`src/rtl/multi_reset_generator.sv`:
```
// multi_reset_generator
//   NUM_CH independent RESET pulse channels timed by one shared prescaler.
//   Each channel runs periodic, one-shot, force-high or force-low.
//   All durations are counted in prescaler ticks.
//
// Ports
//   clk          system clock
//   reset        asynchronous active-low reset; drives rst_out to all 1s
//   enable       per-channel run enable (does not gate force modes)
//   mode         2 bits per channel: 00 periodic, 01 force high, 10 force low, 11 one-shot
//   high_time    CNT_W bits per channel, high duration in ticks
//   low_time     CNT_W bits per channel, low duration in ticks
//   phase        CNT_W bits per channel, initial low delay (periodic only)
//   trigger      per-channel one-shot start level, sampled on ticks
//   tick_out     one-clk prescaler tick
//   rst_out      registered RESET outputs
//   period_done  one-clk pulse per completed period / one-shot pulse
//   period_count 16 bits per channel, saturating period counter
//                (present only with MULTI_RESET_GENERATOR_PERIOD_COUNT_EN defined)
//
// Channel states
//   IDLE  | output low, waiting for enable+tick (periodic) or trigger (one-shot)
//   PHASE | output low, counting down the initial phase delay
//   HIGH  | output high, counting down high_time
//   LOW   | output low, counting down low_time
module multi_reset_generator #(
    parameter int NUM_CH   = 4,
    parameter int CNT_W    = 16,
    parameter int PRESCALE = 100
) (
    input  logic                    clk,
    input  logic                    reset,
    input  logic [NUM_CH-1:0]       enable,
    input  logic [2*NUM_CH-1:0]     mode,
    input  logic [CNT_W*NUM_CH-1:0] high_time,
    input  logic [CNT_W*NUM_CH-1:0] low_time,
    input  logic [CNT_W*NUM_CH-1:0] phase,
    input  logic [NUM_CH-1:0]       trigger,
    output logic                    tick_out,
    output logic [NUM_CH-1:0]       rst_out,
    output logic [NUM_CH-1:0]       period_done
`ifdef MULTI_RESET_GENERATOR_PERIOD_COUNT_EN
    ,
    output logic [16*NUM_CH-1:0]    period_count
`endif
);

    localparam int              PS_W    = (PRESCALE > 2) ? $clog2(PRESCALE) : 1;
    localparam logic [PS_W-1:0] PS_LAST = PS_W'(PRESCALE - 1);
    localparam logic [CNT_W-1:0] ONE    = CNT_W'(1);

    localparam logic [1:0] MODE_PERIODIC = 2'b00;
    localparam logic [1:0] MODE_FORCE_HI = 2'b01;
    localparam logic [1:0] MODE_FORCE_LO = 2'b10;
    localparam logic [1:0] MODE_ONE_SHOT = 2'b11;

    typedef enum logic [1:0] {IDLE, PHASE, HIGH, LOW} state_t;

    typedef struct packed {
        state_t           st;
        logic [CNT_W-1:0] cnt;
        logic             out;
    } seg_t;

    // First segment of a period: a zero high_time skips straight to LOW.
    function automatic seg_t period_start(input logic [CNT_W-1:0] h, input logic [CNT_W-1:0] l);
        seg_t s;
        if (h != '0) begin
            s.st  = HIGH;
            s.cnt = h;
            s.out = 1'b1;
        end else begin
            s.st  = LOW;
            s.cnt = l;
            s.out = 1'b0;
        end
        return s;
    endfunction

    logic [PS_W-1:0] ps_cnt;

    always_ff @(posedge clk or negedge reset) begin
        if (!reset) begin
            ps_cnt <= '0;
        end else if (ps_cnt == PS_LAST) begin
            ps_cnt <= '0;
        end else begin
            ps_cnt <= ps_cnt + 1'b1;
        end
    end

    assign tick_out = (ps_cnt == PS_LAST);

    for (genvar i = 0; i < NUM_CH; i++) begin : g_ch
        logic [1:0]       md;
        logic [CNT_W-1:0] hi_in, lo_in, ph_in;
        logic             forced;
        state_t           state;
        logic [CNT_W-1:0] cnt, hi_q, lo_q;
        logic             one_shot, out_q, done_q;
        seg_t             fresh, held;

        assign md     = mode[2*i +: 2];
        assign hi_in  = high_time[CNT_W*i +: CNT_W];
        assign lo_in  = low_time[CNT_W*i +: CNT_W];
        assign ph_in  = phase[CNT_W*i +: CNT_W];
        assign forced = (md == MODE_FORCE_HI) || (md == MODE_FORCE_LO);
        // fresh: period start from the live fields (re-latch point);
        // held: period start from the fields latched when leaving IDLE.
        assign fresh  = period_start(hi_in, lo_in);
        assign held   = period_start(hi_q, lo_q);

        always_ff @(posedge clk or negedge reset) begin
            if (!reset) begin
                state    <= IDLE;
                cnt      <= '0;
                hi_q     <= '0;
                lo_q     <= '0;
                one_shot <= 1'b0;
                out_q    <= 1'b1;
                done_q   <= 1'b0;
            end else begin
                done_q <= 1'b0;
                if (forced) begin
                    state <= IDLE;
                    cnt   <= '0;
                    out_q <= (md == MODE_FORCE_HI);
                end else if (!enable[i]) begin
                    state <= IDLE;
                    cnt   <= '0;
                    out_q <= 1'b0;
                end else if (tick_out) begin
                    case (state)
                        IDLE: begin
                            out_q <= 1'b0;
                            if (md == MODE_PERIODIC) begin
                                hi_q     <= hi_in;
                                lo_q     <= lo_in;
                                one_shot <= 1'b0;
                                if (ph_in != '0) begin
                                    state <= PHASE;
                                    cnt   <= ph_in;
                                end else begin
                                    state <= fresh.st;
                                    cnt   <= fresh.cnt;
                                    out_q <= fresh.out;
                                end
                            end else if (md == MODE_ONE_SHOT && trigger[i]) begin
                                hi_q     <= hi_in;
                                one_shot <= 1'b1;
                                if (hi_in != '0) begin
                                    state <= HIGH;
                                    cnt   <= hi_in;
                                    out_q <= 1'b1;
                                end else begin
                                    done_q <= 1'b1;
                                end
                            end
                        end
                        PHASE: begin
                            if (cnt <= ONE) begin
                                state <= held.st;
                                cnt   <= held.cnt;
                                out_q <= held.out;
                            end else begin
                                cnt <= cnt - ONE;
                            end
                        end
                        HIGH: begin
                            if (cnt > ONE) begin
                                cnt <= cnt - ONE;
                            end else if (one_shot) begin
                                state  <= IDLE;
                                cnt    <= '0;
                                out_q  <= 1'b0;
                                done_q <= 1'b1;
                            end else if (lo_q != '0) begin
                                state <= LOW;
                                cnt   <= lo_q;
                                out_q <= 1'b0;
                            end else begin
                                // low_time of zero: period ends here, back-to-back HIGH
                                done_q <= 1'b1;
                                hi_q   <= hi_in;
                                lo_q   <= lo_in;
                                state  <= fresh.st;
                                cnt    <= fresh.cnt;
                                out_q  <= fresh.out;
                            end
                        end
                        LOW: begin
                            if (cnt > ONE) begin
                                cnt <= cnt - ONE;
                            end else begin
                                done_q <= 1'b1;
                                hi_q   <= hi_in;
                                lo_q   <= lo_in;
                                state  <= fresh.st;
                                cnt    <= fresh.cnt;
                                out_q  <= fresh.out;
                            end
                        end
                    endcase
                end else if (state == IDLE) begin
                    // covers reset release and leaving force-high between ticks
                    out_q <= 1'b0;
                end
            end
        end

        assign rst_out[i]     = out_q;
        assign period_done[i] = done_q;

`ifdef MULTI_RESET_GENERATOR_PERIOD_COUNT_EN
        logic [15:0] pcount;

        always_ff @(posedge clk or negedge reset) begin
            if (!reset) begin
                pcount <= '0;
            end else if (forced || !enable[i]) begin
                pcount <= '0;
            end else if (done_q && pcount != 16'hFFFF) begin
                pcount <= pcount + 16'd1;
            end
        end

        assign period_count[16*i +: 16] = pcount;
`endif
    end

endmodule

```
`config.mk`:
```
export PLATFORM = sky130hd
export DESIGN_NAME = multi_reset_generator
export DESIGN_NICKNAME = d
export VERILOG_FILES = /design/src/rtl/multi_reset_generator.sv
export SDC_FILE = /design/constraint.sdc
export NUM_CORES = 1
export LEC_CHECK = 0
export ABC_AREA = 0
export CELL_PAD_IN_SITES_DETAIL_PLACEMENT = 1
export CELL_PAD_IN_SITES_GLOBAL_PLACEMENT = 1
export CORE_MARGIN = 5
export CORE_UTILIZATION = 40
export CTS_CLUSTER_SIZE = 30
export DETAILED_ROUTE_END_ITERATION = 16
export GPL_TIMING_DRIVEN = 1
export PLACE_DENSITY = 0.86
export SLEW_MARGIN = 10
export SYNTH_ARGS = -nofsm -noshare
export SYNTH_HDL_FRONTEND = slang
export SYNTH_SLANG_ARGS = --single-unit
```
`constraint.sdc`:
```
create_clock -name clk -period 4.3 [get_ports clk]
set_input_delay 0.43 -clock clk [delete_from_list [all_inputs] [get_ports clk]]
set_output_delay 0.43 -clock clk [all_outputs]
set_load 0.02 [all_outputs]
```
==> flow_summary.yaml <==
outcome:
  outcome: "complete, no violations"
floorplan:
  start_util: 0.404
  coreArea_sq_um: 37500
  die_h_um: 205
  die_area_sq_um: 41900
  die_w_um: 205
  ios: 219
  rows: 71
drt:
  drt_iter0_drc: 1423
  drt_pass1_iterations: 5
  route.detailed.drc: 0
  avgViaCountPerCell: 6.52
  ant_nets: 0
  routedWlPerCell_um: 25.6
  via_count: 15800
  drt-total-wl_mm: 62.2
timing:
  rsz0062_at_grt: "no"
  slew_viol_final: 0
  fmax_ghz: 0.287
  hold-worst-slack_ns: 0.471
  fin_crit_ns: 3.48
  hold_viol: 0
  relSlewSlack: 0.329
  fin_skew_ns: 0.0165
  setup_viol: 0
  worst_pin_slew_ns: 1.01
  fin_crit_sh: 0.809
  final.setup.tns_ns: 0
placed_design:
  place_area_sq_um: 17700
  port_buffers: 218
  dp_hpwl_mm: 46.3
  place_inst: 2381
  gp_congestion: 0.978
final_layout:
  antenna_cells: 0
  instances_no_fill: 2432
  fillers: 4372
  final_area_sq_um: 18700
  synthToLayoutAreaGrowth_pct: 23.5
  drive_gt1_frac: 0.120
  nets: 2132
synthesis:
  ys_warn_count: 0
  synth_area_sq_um: 15100
  syn_area_per_cell_sq_um: 8.78
  synth_top_area_frac: 0.355
  ys_seq_area_frac: 0.362
  synth_cell_types: 91
  syn-num-nets: 1956
  async_flop_share: 1.00
  synth_seq_cells: 219
  synth_cells: 1725
  ys.flop_type: "dfrtp_1"
  synthTopCellsByCount: "dfrtp_1, a21oi_1, nand2_1"
  synth_largest_area_cell: "dfrtp_1"
  synth-edff-count: 0
  yosysMostFrequentCell: "dfrtp_1"
  ys_top_cells_by_area: "dfrtp_1, mux2_2, a21oi_1"
run:
  cap_viol_max_count: 0
setup_path:
  worst-r2r-cell-count: 9
  required_ns: 3.87
  criticalPathCategory: "reg2out"
  crit_fanout: 10
  start_kind: "flip-flop"
  cp.arrival_ns: 3.05
  crit_path_end_kind: "output pin"
power_and_ir_drop:
  ir_worst_vdd_uv: 458
  power_density_nw_per_um2: 285
  p_leak_uw: 0.00802
global_routing:
  grt_usage: 0.288
  grt_max_degree: 107
  grt_pass1_vias: 16500
  grt_pass1_wl_mm: 97.1
  antenna_found_initial: 0
  overflow: 0
cts:
  clockRootBuffer: "clkbuf_16"
  cts_tree: "yes"
  cts_max_path_buffers: 3
  clkTransAtPathRegs_ns: 0.06
  cts_htree_levels: 1
  numCtsBuffers: 28
  clk_latency_ns: 0.57
  cts_num_sinks: 219
min_path:
  holdCritPathClass: "reg2reg"
  min_delay_path_depth: 2
-- repair_timing --
action,CTS,global route
resized for setup,0,0
buffers inserted,0,0
hold buffers,1,0
hold endpoints to repair,90,0
-- area by class of cell --
cell class	instances	area (sq um)	area share
clock buffer	39	803	0.0429
clock inverter	11	186	0.00996
inverter	54	203	0.0108
multi-input combinational	1351	8970	0.480
sequential	219	5490	0.293
tap	511	639	0.0342
timing repair buffer	247	2420	0.129
-- cell usage in the layout (no fill, tap or decap), types with 27 or more instances in the layout --
| cell | count |
|---|---|
| clkbuf_16 | 29 |
| inv_1 | 51 |
| nand3_1 | 42 |
| nor4_1 | 79 |
| mux2_2 | 95 |
| o221ai_1 | 27 |
| clkdlybuf4s50_1 | 217 |
| nor3_1 | 32 |
| a21o_1 | 28 |
| a21oi_1 | 167 |
| o22ai_1 | 30 |
| buf_4 | 27 |
| nand2_1 | 166 |
| o21ai_0 | 107 |
| dfrtp_1 | 215 |
| nor2_1 | 129 |
| a211oi_1 | 28 |
-- final timing paths --
kind | startpoint | end | slack (ns)
min in group asynchronous | reset | g_ch[1].lo_q[1]$_DFFE_PN0P_ | 0.53
worst min-delay path | g_ch[1].out_q$_DFFE_PN1P_ | g_ch[1].out_q$_DFFE_PN1P_ | 0.47
worst min register to register | g_ch[1].out_q$_DFFE_PN1P_ | g_ch[1].out_q$_DFFE_PN1P_ | 0.47
worst max-delay path | ps_cnt[0]$_DFF_PN0_ | tick_out | 0.82
worst max register to register | ps_cnt[0]$_DFF_PN0_ | g_ch[0].cnt[10]$_DFFE_PN0P_ | 0.95
max in group asynchronous | reset | g_ch[0].out_q$_DFFE_PN1P_ | 2.62
-- metrics by stage --
stage               utilization  total power, uW  setup WS (ns)
finish                    0.499             5340          0.821
global route              0.499             5510          0.671
CTS                       0.499             5370          0.775
detailed placement        0.472             2780          0.922
global placement          0.472             2770           1.05
floorplan                     -             2350           1.88
-- registers in the layout, summed over array words and instances (netlist names) --
signal / flops
g_ch.done_q: 4
g_ch.one_shot: 4
g_ch.hi_q: 64
g_ch.lo_q: 64
g_ch.cnt: 64
ps_cnt: 7
g_ch.state: 8
g_ch.out_q: 4
-- where the power goes --
group,switching [uW],internal [uW]
combinational,385,287
clock,984,1590
sequential,14.1,2070
total,1380,3950
-- critical path: stages, from the launching register on --
cell             delay (ns)
dfrtp_1                0.39
ha_1                   0.25
nand4bb_1              0.18
or2_1                  0.47
inv_1                  0.46
clkdlybuf4s50_1        0.74
-- metal layers --
layer  routed length, um  share of wire  vias to the layer above  GRT usage
met5                   0              0                        -          0
met4                2060          0.033                        0     0.0921
met3                4770          0.077                      163     0.0451
met2               29300           0.47                      785      0.475
met1               26100           0.42                     7963      0.390
li1                    -              -                     6937          -
-- logic make-up after synthesis --
| kind of cell | after synthesis | share of synthesized area |
|---|---|---|
| buffers and inverters | 155 | 0.0456 |
| multiplexers | 125 | 0.0976 |
| adder cells (fa/ha/maj) | 21 | 0.0173 |
| AO/OA/AOI/OAI | 608 | 0.270 |
| AND/OR/NAND/NOR | 568 | 0.191 |
| XOR/XNOR | 29 | 0.0168 |
| flip-flops | 219 | 0.362 |
Power figures use the tool's default switching activity.
